===== config.mk =====
export PLATFORM = sky130hd
export DESIGN_NAME = psc_timer
export DESIGN_NICKNAME = d
export VERILOG_FILES = /design/src/rtl/psc_timer_pkg.sv /design/src/rtl/edge_sync.sv /design/src/rtl/psc_timer.sv
export SDC_FILE = /design/constraint.sdc
export NUM_CORES = 1
export LEC_CHECK = 0
export ABC_AREA = 1
export ABC_CLOCK_PERIOD_IN_PS = 3400
export BUFFER_PORTS_ARGS = -buffer_cell sky130_fd_sc_hd__buf_2
export CAP_MARGIN = 20
export CORE_MARGIN = 2
export CORE_UTILIZATION = 47
export CTS_BUF_LIST = sky130_fd_sc_hd__clkbuf_8
export CTS_CLUSTER_DIAMETER = 60
export DETAILED_ROUTE_END_ITERATION = 8
export GPL_TIMING_DRIVEN = 0
export PLACE_DENSITY_LB_ADDON = 0.08
export SYNTH_ARGS = -nofsm -noshare
export SYNTH_HDL_FRONTEND = slang
export SYNTH_SLANG_ARGS = --single-unit

===== constraint.sdc =====
create_clock -name clk -period 3.4 [get_ports clk]
set_input_delay 0.68 -clock clk [delete_from_list [all_inputs] [get_ports clk]]
set_output_delay 0.68 -clock clk [all_outputs]
set_load 0.02 [all_outputs]

===== src/rtl/psc_timer_pkg.sv =====
// Purpose: shared types and constants for the prescaled compare timer.
// Latency: n/a (declarations only).
// Backpressure: n/a.
package psc_timer_pkg;

    // Default counter / compare width in bits.
    localparam int DEFAULT_WIDTH = 32;

    // Values of the mode input, sampled whenever the counter matches.
    localparam logic MODE_ONESHOT  = 1'b0;
    localparam logic MODE_PERIODIC = 1'b1;

    // Timer control states.
    typedef enum logic [1:0] {
        IDLE = 2'd0,
        RUN  = 2'd1,
        DONE = 2'd2
    } state_t;

endpackage : psc_timer_pkg


===== src/rtl/edge_sync.sv =====
// Purpose: two-flop synchroniser for an asynchronous level, plus a one-cycle rising-edge pulse.
// Latency: pulse is high in the cycle after the second posedge that sees din high.
// Backpressure: none; every synchronised rising edge produces exactly one pulse.
//
// Ports:
//   clk   - sampling clock
//   rst   - asynchronous active-high reset; clears every flop
//   din   - asynchronous input level
//   pulse - one clk-cycle pulse per rising edge of din (sync2 & ~sync3)
module edge_sync (
    input  logic clk,
    input  logic rst,
    input  logic din,
    output logic pulse
);

    logic sync1;
    logic sync2;
    logic sync3;
    logic started;  // set on the first posedge after reset
    logic armed;    // set once din has been seen low after reset

    // Until armed, sync3 is loaded from sync1 together with sync2, so a level
    // that is already high when reset releases never looks like a rising edge.
    // Arming needs a low sample taken after the first post-reset posedge,
    // because the reset value of sync1 (0) says nothing about din.
    always_ff @(posedge clk or posedge rst) begin
        if (rst) begin
            sync1   <= 1'b0;
            sync2   <= 1'b0;
            sync3   <= 1'b0;
            started <= 1'b0;
            armed   <= 1'b0;
        end else begin
            sync1   <= din;
            sync2   <= sync1;
            sync3   <= armed ? sync2 : sync1;
            started <= 1'b1;
            armed   <= armed | (started & ~sync1);
        end
    end

    assign pulse = sync2 & ~sync3;

endmodule : edge_sync


===== src/rtl/psc_timer.sv =====
// Purpose: compare timer counting prescaled ticks (hzX edges or every clk in bypass), one-shot or periodic, sticky irq.
// Latency: count steps on the 3rd posedge after hzX is first sampled high; 0 extra cycles in bypass.
// Backpressure: none; ticks arriving in IDLE or DONE are dropped.
//
// Ports:
//   clk, rst             - clock and asynchronous active-high reset
//   hzX                  - prescaled clock, asynchronous to clk
//   psc_bypass           - tick every clk cycle, hzX ignored
//   en                   - enable level; low forces IDLE and clears count
//   mode                 - 0 one-shot, 1 periodic (sampled at each match)
//   cmp_wr, cmp_data     - compare register write
//   clr_irq              - interrupt clear strobe (a same-cycle set wins)
//   count, irq, busy     - registered count, sticky interrupt, RUN indicator
//   cap_in, cap_val      - only with PSC_TIMER_CAPTURE_EN: async capture strobe and
//                          the count latched on each cap_in rising edge
module psc_timer
    import psc_timer_pkg::*;
#(
    parameter int               WIDTH   = DEFAULT_WIDTH,
    parameter logic [WIDTH-1:0] CMP_RST = '1
) (
    input  logic             clk,
    input  logic             rst,
    input  logic             hzX,
    input  logic             psc_bypass,
    input  logic             en,
    input  logic             mode,
    input  logic             cmp_wr,
    input  logic [WIDTH-1:0] cmp_data,
    input  logic             clr_irq,
`ifdef PSC_TIMER_CAPTURE_EN
    input  logic             cap_in,
    output logic [WIDTH-1:0] cap_val,
`endif
    output logic [WIDTH-1:0] count,
    output logic             irq,
    output logic             busy
);

    state_t           state_q;
    state_t           state_d;
    logic [WIDTH-1:0] count_q;
    logic [WIDTH-1:0] count_d;
    logic [WIDTH-1:0] cmp_q;
    logic             irq_q;
    logic             set_irq;
    logic             hz_pulse;
    logic             tick;

    edge_sync u_hz_sync (
        .clk   (clk),
        .rst   (rst),
        .din   (hzX),
        .pulse (hz_pulse)
    );

    // Bypass skips the synchroniser entirely so a zero-limit prescaler still
    // advances the timer once per clk.
    assign tick = psc_bypass | hz_pulse;

    // Next-state and count logic.
    always_comb begin
        state_d = state_q;
        count_d = count_q;
        set_irq = 1'b0;
        case (state_q)
            IDLE: begin
                count_d = '0;
                if (en) begin
                    state_d = RUN;
                end
            end
            RUN: begin
                if (tick) begin
                    if (count_q == cmp_q) begin
                        set_irq = 1'b1;
                        if (mode == MODE_ONESHOT) begin
                            state_d = DONE;
                        end else begin
                            count_d = '0;
                        end
                    end else begin
                        count_d = count_q + 1'b1;
                    end
                end
            end
            DONE: begin
                state_d = DONE;
            end
            default: begin
                state_d = IDLE;
                count_d = '0;
            end
        endcase
        // Disable dominates: a match in the same cycle is discarded.
        if (!en) begin
            state_d = IDLE;
            count_d = '0;
            set_irq = 1'b0;
        end
    end

    always_ff @(posedge clk or posedge rst) begin
        if (rst) begin
            state_q <= IDLE;
            count_q <= '0;
            cmp_q   <= CMP_RST;
            irq_q   <= 1'b0;
        end else begin
            state_q <= state_d;
            count_q <= count_d;
            // Matching uses the registered compare, so a write takes effect
            // for matching one cycle later.
            if (cmp_wr) begin
                cmp_q <= cmp_data;
            end
            if (set_irq) begin
                irq_q <= 1'b1;
            end else if (clr_irq) begin
                irq_q <= 1'b0;
            end
        end
    end

`ifdef PSC_TIMER_CAPTURE_EN
    logic             cap_pulse;
    logic [WIDTH-1:0] cap_q;

    edge_sync u_cap_sync (
        .clk   (clk),
        .rst   (rst),
        .din   (cap_in),
        .pulse (cap_pulse)
    );

    // Latches the registered count, i.e. the value before any same-cycle update.
    always_ff @(posedge clk or posedge rst) begin
        if (rst) begin
            cap_q <= '0;
        end else if (cap_pulse) begin
            cap_q <= count_q;
        end
    end

    assign cap_val = cap_q;
`endif

    assign count = count_q;
    assign irq   = irq_q;
    assign busy  = (state_q == RUN);

endmodule : psc_timer


* Word-level counts from Yosys, hierarchy flattened
Cells that the tools add are included.
Storage, ports and cells: register bits after elaboration 72, input port bits 40, logic and storage cells 45
Cells by class: $add $sub $neg 1, equality and inequality tests 8, muxes and demuxes 17, bitwise logic cells 6, reduce and logical (&&, ||, !) cells 4
Operators by type and width (number):
- $mux 32 | 4
- $pmux 32 s2 | 1
- $add 32x1->32 const B | 1
- $eq 32x32->1 | 1
- $mux 2 | 4
- $mux 1 | 7
- $ne 3x2->1 const B | 2
- $pmux 2 s3 | 1
- $reduce_and 3->1 | 2
- $ne 4x4->1 const B | 1
- $ne 3x3->1 const B | 1
- $and 1x1->1 | 2
- $eq 2x1->1 const B | 1
- $eq 2x2->1 const B | 1
- $logic_not 2->1 | 1
- $ne 2x2->1 const B | 1
- $not 1->1 | 2
- $or 1x1->1 | 2
- $reduce_bool 2->1 | 1

* Logic depth before layout (Yosys ltp)
Gate-level depths: netlist (run 1).
depth after elaboration 7, mapped depth 14

* Hierarchy
Synthesis (run 1) repeated with hierarchy kept, for this count alone.
Second synthesis, totals: cell total of the unflattened synthesis 537, area total of the unflattened synthesis 4216.5 µm²
By module, submodules not included:
- psc_timer | instances 1, cells each 521, area an instance 4050.1 µm², seq. area each 1716.6 µm²
- edge_sync | instances 1, cells each 16, area an instance 166.4 µm², seq. area each 125.1 µm²

* Least setup slack after synthesis (run 1)
OpenSTA, ideal clock, no wires.
path kind reg-to-reg, start reg state_q[1], end reg count_q[2], in the netlist count[2], library setup time 0.117 ns, arrival 1.675 ns, data required time 3.283 ns, slack 1.608 ns, stages on the path, launching flop included 13, path buffers 1, cells stage by stage dfrtp_1 -> inv_1 -> ha_1 -> nand2_1 -> inv_1 -> nand2_1 -> o21ai_0 -> inv_1 -> nand2_4 -> inv_4 -> buf_6 -> nand2_1 -> nand2_1
Between the ends: word-level cells in the longest chain between the ends 3
RTL lines:
- start, declared | RTL line psc_timer.sv:40 | state_t state_q;
- start signal, assigned | RTL line psc_timer.sv:110 | state_q <= state_d;
- $eq 2x1->1 (*)
- named net busy | RTL line psc_timer.sv:37 | output logic busy
- $ne 4x4->1 (no line), or another cell as far along
- $reduce_and 3->1 (no line) / $mux 32 (equally long branches)
- end signal, assigned | RTL line psc_timer.sv:111 | count_q <= count_d;
- end, declared | RTL line psc_timer.sv:42 | logic [WIDTH-1:0] count_q;
Mark *: on every way through the listed nets, which the timed path passes. The rest lies on a longest branch. A chain may end at the register's enable or synchronous reset.

* Final worst setup path (run 1)
start reg count_q[24], in the netlist count[24], end reg count_q[0], in the netlist count[0]
Between the ends: word-level cells in the longest chain between the ends 5
RTL lines:
- $eq 32x32->1 (*) | RTL line psc_timer.sv:75 | if (count_q == cmp_q) begin
- $mux 32 | RTL line psc_timer.sv:75
- $mux 32 | RTL line psc_timer.sv:74 | if (tick) begin
- $pmux 32 s2 | RTL line psc_timer.sv:66 | case (state_q)
- $mux 32 | RTL line psc_timer.sv:96 | if (!en) begin
Every way passes the cells marked *; elsewhere a longest branch is shown, timed or not. The select of a mux whose other input is x is not followed.

==> summary by stage, run 1 <==
Setup path
The worst setup path is captured at a flip-flop. The critical path is of the flip-flop to flip-flop type. The maximum fanout along the worst path is 10. The critical path's top delay family is simple AND/OR/NAND/NOR gates.

Counting stages on the worst path, the most repeated cell is sky130_fd_sc_hd__nand2_1. The slowest stage of the critical path belongs to the cell sky130_fd_sc_hd__dfrtp_1. The worst setup path is launched from a flip-flop. The count of buffer and inverter cells on the critical path is 2. At the worst endpoint, the required time is 3.62 ns.

The highest cell delay on the worst timing path is 0.49 ns. The signal arrival time at the worst endpoint is 2.18 ns. Walking the worst path, the cells encountered are inv_2 -> nand2_1 -> nand2_1 -> nand2_1 -> nor2_1 -> nand2_1 -> nor2_2 -> nand2_4 -> nand3_2 -> buf_4 -> o21ai_0.

Timing
The number of hold violations in the final report is 0. Setup violations remaining at the end of the flow were counted as 0. The setup clock skew after layout is 0.0170 ns. The worst hold margin is 0.398 ns. Measured against its own limit, the worst slew margin works out to 41.3%. The worst path uses 57.7% of the clock period.

For the pin with the worst max-slew slack, the measured transition is 0.881 ns. For the finished layout, the period the worst path requires is 1.96 ns. Setup repair after global routing left no endpoint under its margin. The max-slew violation count is 0.

Based on the critical path, the design can be clocked at up to 510 MHz.

Die
The overall die height is 97.9 µm. The total die area is 9590 µm². Once the floorplan was initialized, standard cells occupied 48.0% of the core. After floorplanning, the core was divided into 34 placement rows. The total core area is 8640 µm².

The die width is 97.9 µm. In this run the count of I/O pins placed on the die edge is 74.

Clock network
The clock tree root driver cell is sky130_fd_sc_hd__clkbuf_8. The post-cts sizing count is 0. The total of hold buffers inserted after clock tree synthesis is 0.

The clock network latency to the later pin of the worst-skew pair is 0.36 ns. For this design, the sink count on the clock tree is 72. The number of buffers inserted during clock tree synthesis is 9. The H-tree was split into 3 levels. The clock-pin transition on the worst setup and hold timing paths is 0.08 ns.

The maximum buffer depth of the clock tree is 2. The TritonCTS clock tree is built. After clock tree synthesis, the setup repair step added 0 buffers.

Place
The placed wire-length estimate after detailed placement is 7.23 mm. The placed instance count is 687. In this run the cell area measured after placement is 4640 µm². The placer's final routability congestion estimate is 0.888. The count of buffers inserted at the top-level ports is 72.

Routing
The DRC violation total after the first TritonRoute iteration is 108. The routed wire length is 9.53 mm. The number of vias per cell is 4.86. The number of design rule violations left after detail routing is 0. The remaining antenna violation count is 0. The detail-routed net length per standard cell is 13.6 µm. The via total after detailed routing is 3419.

The iteration count of the initial detailed-routing pass is 4.

Global route
The via count of the first global-routing pass is 3337. Entering global routing, the biggest net connects 73 pins. The number of antenna violations at the first check in global routing was 0.

The total overflow left after global routing is 0. Global routing used 21.1% of the available tracks. The first global-routing pass estimated 16.2 mm of wire.

Final layout
The post-layout instance count excluding filler cells is 703. The number of diodes added for antenna fixing is 0. After routing the design area is 4900 µm².

The number of nets in the final layout is 634. In the final layout, flip-flops and latches occupy 1840 µm². The combined area of the multi-input logic cells is 2040 µm².

The utilization after layout is 56.7%. The layout has 843 filler cells. The share of post-route cells with drive strength above 1 is 29.4%.

The area growth from synthesis to layout is 18.1%.

Outcome
The run finished with clean final reports.

Synth
The synthesized flop and latch total is 72. The summed instance area of the synthesized netlist is 4150 µm². The most frequently used cell type in the post-synthesis netlist is sky130_fd_sc_hd__nand2_1. Dividing the synthesized area by the synthesized cell count gives 8.18 µm². In the synthesized netlist the dominant register cell turns out to be sky130_fd_sc_hd__dfrtp_1. The portion of synthesized cell area occupied by the leading cell type is 24.1%.

The biggest area contributor in the post-synthesis netlist is sky130_fd_sc_hd__dfrtp_1. Yosys mapped a number of flops with a built-in enable equal to 0. Yosys attributes the largest share of cell area to sky130_fd_sc_hd__dfrtp_1, sky130_fd_sc_hd__dfstp_2, sky130_fd_sc_hd__nand2_1. The number of warnings reported in the yosys synthesis log is 0. Of all flip-flops after synthesis, the portion carrying an async set or reset was 100%.

The unique cell type count in the Yosys netlist is 33. Synthesis produced 507 cells. After synthesis, the most frequently instantiated cells are sky130_fd_sc_hd__nand2_1, sky130_fd_sc_hd__nor2_1, sky130_fd_sc_hd__dfrtp_1. The number of nets in the synthesized netlist is 551. The register area share after synthesis is 44.4%.

Power
IR analysis of the VDD net gives a maximum drop of 0.000335 V. The total chip power is 2.24 mW. Summed over all cells, the static leakage comes to 2.21 nW. The areal power density over the cells is 458 nW/µm².

Flow run
Across the run, the number of max-cap violations was 0.

Worst hold path
The class of the tightest hold or removal check is flip-flop to flip-flop.
[state kept, by name (all words and copies together) (netlist names)]
name               cells
u_hz_sync.started      1
state_q                2
cmp_q                 32
u_hz_sync.sync3        1
count                 32
u_hz_sync.sync2        1
irq                    1
u_hz_sync.sync1        1
u_hz_sync.armed        1
[routing by layer]
layer | wire length [µm] | vias to the layer above | part of all wire [%] | track usage [%]
met2 | 4400 | 71 | 46 | 34.3
met3 | 406 | 12 | 4.3 | 4.87
met4 | 141 | 0 | 1.5 | 5.45
li1 | - | 1740 | - | -
met5 | 0 | - | 0 | 0
met1 | 4580 | 1596 | 48 | 28.7
[final cells by class]
cell class                 count  area share [%]
timing repair buffer          72            7.36
multi-input combinational    378            41.6
clock inverter                 6            2.35
inverter                      42            3.32
sequential                    72            37.6
buffer                        15            2.15
clock buffer                  10            2.81
tap                          108            2.76
[cell families after synthesis]
group	share of synthesized area [%]
DFF	44.4
muxes	6.25
AOI/OAI and AO/OA	4.04
adders and majority gates	1.21
and+or+nand+nor	27.0
buffers and inverters	6.40
other	0.0904
xor gates and xnor gates	10.6
[cell usage in the layout (no fill, tap or decap), types with 2 or more instances in the layout]
cell / count
sky130_fd_sc_hd__nand2_4: 3
sky130_fd_sc_hd__mux2_2: 23
sky130_fd_sc_hd__buf_1: 2
sky130_fd_sc_hd__xor2_1: 18
sky130_fd_sc_hd__nand3_2: 4
sky130_fd_sc_hd__dfrtp_1: 40
sky130_fd_sc_hd__nor2_1: 51
sky130_fd_sc_hd__o21ai_1: 17
sky130_fd_sc_hd__inv_1: 36
sky130_fd_sc_hd__buf_4: 2
sky130_fd_sc_hd__buf_6: 5
sky130_fd_sc_hd__nor2_2: 4
sky130_fd_sc_hd__dfstp_2: 32
sky130_fd_sc_hd__nand3_1: 3
sky130_fd_sc_hd__xnor2_1: 32
sky130_fd_sc_hd__bufinv_16: 3
sky130_fd_sc_hd__inv_4: 2
sky130_fd_sc_hd__nand2_2: 2
sky130_fd_sc_hd__nand4_1: 7
sky130_fd_sc_hd__buf_2: 75
sky130_fd_sc_hd__clkbuf_1: 3
sky130_fd_sc_hd__nor3_1: 8
sky130_fd_sc_hd__ha_1: 4
sky130_fd_sc_hd__nand2_1: 179
sky130_fd_sc_hd__clkbuf_8: 10
sky130_fd_sc_hd__inv_2: 4
sky130_fd_sc_hd__o21ai_0: 14
sky130_fd_sc_hd__nor2_4: 2
[stage by stage]
stage	TNS (ns)	worst slack (ns)
global placement	-0.492	-0.0161
detailed placement	0	1.33
CTS	0	1.42
floorplan	0	0.948
finish	0	1.44
global route	0	1.23
[where the power goes]
part | internal [mW] | switching (mW)
Sequential | 0.940 | 0.0444
Clock | 0.511 | 0.338
Combinational | 0.160 | 0.250
[worst paths after layout]
kind | startpoint | to | slack (ns) | cells past startpoint
min reg2reg | u_hz_sync.sync1 | u_hz_sync.sync2 | 0.40 | 0
max | count[24] | count[0] | 1.44 | 11
min | u_hz_sync.sync1 | u_hz_sync.sync2 | 0.40 | 0
max in group asynchronous | rst | count[11] | 2.31 | 2
max reg2reg | count[24] | count[0] | 1.44 | 11
min in group asynchronous | rst | count[26] | 0.51 | 2
Note: power is estimated with default switching activity, not from simulation.
==> run 2: changes to the inputs <==
--- a/config.mk
+++ b/config.mk
@@ -6,7 +6,7 @@
 export NUM_CORES = 1
 export LEC_CHECK = 0
 export ABC_AREA = 1
-export ABC_CLOCK_PERIOD_IN_PS = 3400
+export ABC_CLOCK_PERIOD_IN_PS = 1700
 export BUFFER_PORTS_ARGS = -buffer_cell sky130_fd_sc_hd__buf_2
 export CAP_MARGIN = 20
 export CORE_MARGIN = 2
==> constraint.sdc (replaced) <==
create_clock -name clk -period 1.7 [get_ports clk]
set_input_delay 0.34 -clock clk [delete_from_list [all_inputs] [get_ports clk]]
set_output_delay 0.34 -clock clk [all_outputs]
set_load 0.02 [all_outputs]
==> run 2 against run 1 <==
  * The run now ends with negative setup slack left
  * Via count up 3.0%
  * Global-route usage up 1.2 points
  * Count of clock-buffer cells in the layout up 1
  * Core utilization up 3.6 points
  * Register-to-register slack worse by 1.5 ns
  * Sequential power up 100%
  * Cell count up 2.8%
  * Worst hold slack worse by 0.31 ns
  * Combinational power rose to 2.6 times the previous value
==> summary by stage, run 2 (synthesized netlist as in run 1, its figures left out) <==
Final layout
Summing all multi-input logic gate instances after layout gives 2190 µm². The number of diodes added for antenna fixing is 0. The number of nets in the final layout is 654. The combined flip-flop and latch cell area is 1860 µm². The utilization after layout is 60.3%. The filler cells instantiated in the layout total 813. For this run, the number of standard cells in the final layout without fillers is 723. Compared with the post-synthesis result, the final layout area differs by 25.6%.

In the final layout, the share of cells above drive strength 1 is 40.0%. The commonest non-fill, non-tap cell in the layout is sky130_fd_sc_hd__nand2_1. In the layout the commonest cells are sky130_fd_sc_hd__nand2_1, sky130_fd_sc_hd__buf_2, sky130_fd_sc_hd__nor2_1, sky130_fd_sc_hd__inv_1, sky130_fd_sc_hd__dfstp_2.

Worst hold path
In this run the most critical hold path is launched from hzX. The class of the tightest hold or removal check is primary input to flip-flop.

Die
The die width is 97.9 µm. From bottom edge to top edge, the die measures 97.9 µm. The number of rows created at floorplan is 34. The die covers 9590 µm². The initial utilization of the core area, before any placement, comes to 48.0%. The total core area is 8640 µm². During I/O placement, the number of pins put on the boundary was 74.

Setup path
The startpoint of the worst register-to-register path is cmp_q[4]. The endpoint class of the critical path is a flip-flop. Counting cells, the worst reg-to-reg path comes to 11.

The setup check on the worst reg-to-reg path leaves a slack of -0.11 ns. The maximum fanout along the worst path is 6. STA puts the critical path data arrival time at 2.05 ns.

The data required time of the critical path is 1.94 ns. In this run the worst setup path terminates at count[22]. The sort of element at the start of the critical path is a flip-flop. The worst flop-to-flop path endpoint is count[22]. Tracing the worst setup path back leads to its startpoint at cmp_q[4].

The start-to-end type of the worst setup path is flip-flop to flip-flop.

Routing
The via total after detailed routing is 3523. The detail route stage leaves a number of antenna-violating nets equal to 0. After detailed routing, the number of remaining DRC violations is 0. Wires add up to 9.85 mm. After detailed routing, the average wire length per cell comes to 13.6 µm. The number of vias per cell is 4.87. The iteration count of the initial detailed-routing pass is 6. The DRC violation total after the first TritonRoute iteration is 130.

Outcome
The run finished, with violations left. The final reports fail on negative setup slack.

Power
The worst IR drop on VDD is 0.000572 V. In this run the static leakage power is 2.28 nW. Dividing total power by cell area gives a power density of 852 nW/µm².

Timing
The actual slew at the worst max-slew pin is 0.817 ns. In this run the tightest slew margin relative to its limit is 45.4%. The routed design could run at a clock period as short as 1.81 ns. Static timing analysis puts the maximum clock frequency at 554 MHz. Setup repair after global routing could not meet its margin everywhere. The max-slew violation count came to 0. The final worst-path cycle share is 106%. After layout, the worst setup slack is -0.105 ns.

The clock arrives with 0.00884 ns of skew. The number of hold violations in the final report came to 0. The number of failing setup endpoints in the final timing report is 32.

Clock network
The clock sink count is 72. No sink is reached through more buffers than the 2 on the longest clock path. TritonCTS built the clock tree. The number of buffers inserted during clock tree synthesis is 9.

The clock network latency to the later pin of the worst-skew pair is 0.35 ns. The cell sitting at the root of the clock tree is a sky130_fd_sc_hd__clkbuf_8. The total of hold buffers inserted after clock tree synthesis is 0. CTS built an H-tree with a depth of 3. Clock-pin slew was measured on the worst setup and hold paths at 0.08 ns.

Global route
The overall track demand over capacity in global routing is 22.4%. The total overflow left after global routing is 0. The number of antenna violations at the first check in global routing is 0. The wire length of the first global-routing pass is 17.0 mm. The via count of the first global-routing pass is 3464. Entering global routing, the biggest net connects 39 pins.

Place
Including well taps, the total number of placed cells is 688. The placed wire-length estimate after detailed placement is 7.35 mm. The count of buffers inserted at the top-level ports is 72. Routability-driven placement finished with a final weighted congestion of 0.877.

Flow run
Across the run, the number of max-cap violations was 0.
==> run 2: changes by cell type in the layout (fill, tap and decap cells not counted), moves of 3 or more <==
cell / before / now
sky130_fd_sc_hd__inv_1: 36 / 33
sky130_fd_sc_hd__dfrtp_1: 40 / 25
sky130_fd_sc_hd__buf_4: 2 / 20
sky130_fd_sc_hd__nor2_4: 2 / 5
sky130_fd_sc_hd__nand2_1: 179 / 155
sky130_fd_sc_hd__nor2_1: 51 / 47
sky130_fd_sc_hd__dfrtp_2: 0 / 15
sky130_fd_sc_hd__nand2_2: 2 / 24
==> run 2: per-stage QoR <==
stage | cell area (µm²) | total power [mW] | setup WS [ns] | hold WS [ns] | setup TNS (ns)
finish | 5210 | 4.44 | -0.105 | 0.0895 | -2.14
floorplan | 4160 | 2.58 | 0.000644 | 0.369 | 0
global route | 5210 | 4.68 | -0.211 | 0.0581 | -6.08
global placement | 4650 | 2.79 | -0.240 | 0.377 | -5.92
CTS | 5050 | 4.38 | -0.110 | 0.0777 | -2.40
detailed placement | 4670 | 2.83 | -0.274 | 0.391 | -6.51
==> run 2: cell type report <==
| class | count | area share, % |
|---|---|---|
| buffer | 14 | 2.19 |
| tap | 108 | 2.59 |
| inverter | 42 | 3.24 |
| clock inverter | 5 | 1.06 |
| sequential | 72 | 35.7 |
| multi-input combinational | 378 | 42.1 |
| clock buffer | 11 | 2.91 |
| timing repair buffer | 93 | 10.3 |
==> run 2: worst min-delay path by stage <==
stage                            endpoint  depth (start not counted)
final                     u_hz_sync.sync1                          1
after global routing      u_hz_sync.sync1                          1
after CTS                 u_hz_sync.sync1                          1
after detailed placement  u_hz_sync.sync2                          0
after global placement    u_hz_sync.sync2                          0
after floorplan           u_hz_sync.sync2                          0
==> run 2: routing by layer <==
layer | up-vias | GRT usage (%) | share of wire [%]
met5 | - | 0 | 0
met4 | 0 | 6.52 | 1.9
met3 | 14 | 4.80 | 3.6
met2 | 63 | 36.2 | 48
met1 | 1664 | 30.5 | 47
li1 | 1782 | - | -
==> run 2: where the power goes <==
group | switching, mW | internal [mW] | leakage, nW
logic | 0.594 | 0.470 | 1.33
registers | 0.0873 | 1.88 | 0.853
clock network | 0.651 | 0.752 | 0.101
==> run 2: worst max-delay path, cell delays in order (launching register included) <==
cell and delay, ns:
sky130_fd_sc_hd__dfstp_2 0.54, sky130_fd_sc_hd__xnor2_1 0.11, sky130_fd_sc_hd__nand2_1 0.09, sky130_fd_sc_hd__nor2_2 0.15, sky130_fd_sc_hd__nand2_2 0.10, sky130_fd_sc_hd__nor2_4 0.17
sky130_fd_sc_hd__nand3_2 0.11, sky130_fd_sc_hd__nand2_4 0.14, sky130_fd_sc_hd__inv_6 0.06, sky130_fd_sc_hd__buf_6 0.14, sky130_fd_sc_hd__nand2_4 0.06, sky130_fd_sc_hd__nand2_2 0.04
==> run 2: timing repair <==
action / CTS / global route
endpoints found under the hold margin: 0 / 0
gates cloned: 2 / 0
pin swaps: 13 / 11
setup endpoints to repair: 34 / 35
buffers inserted: 8 / 10
resized for setup: 30 / 36
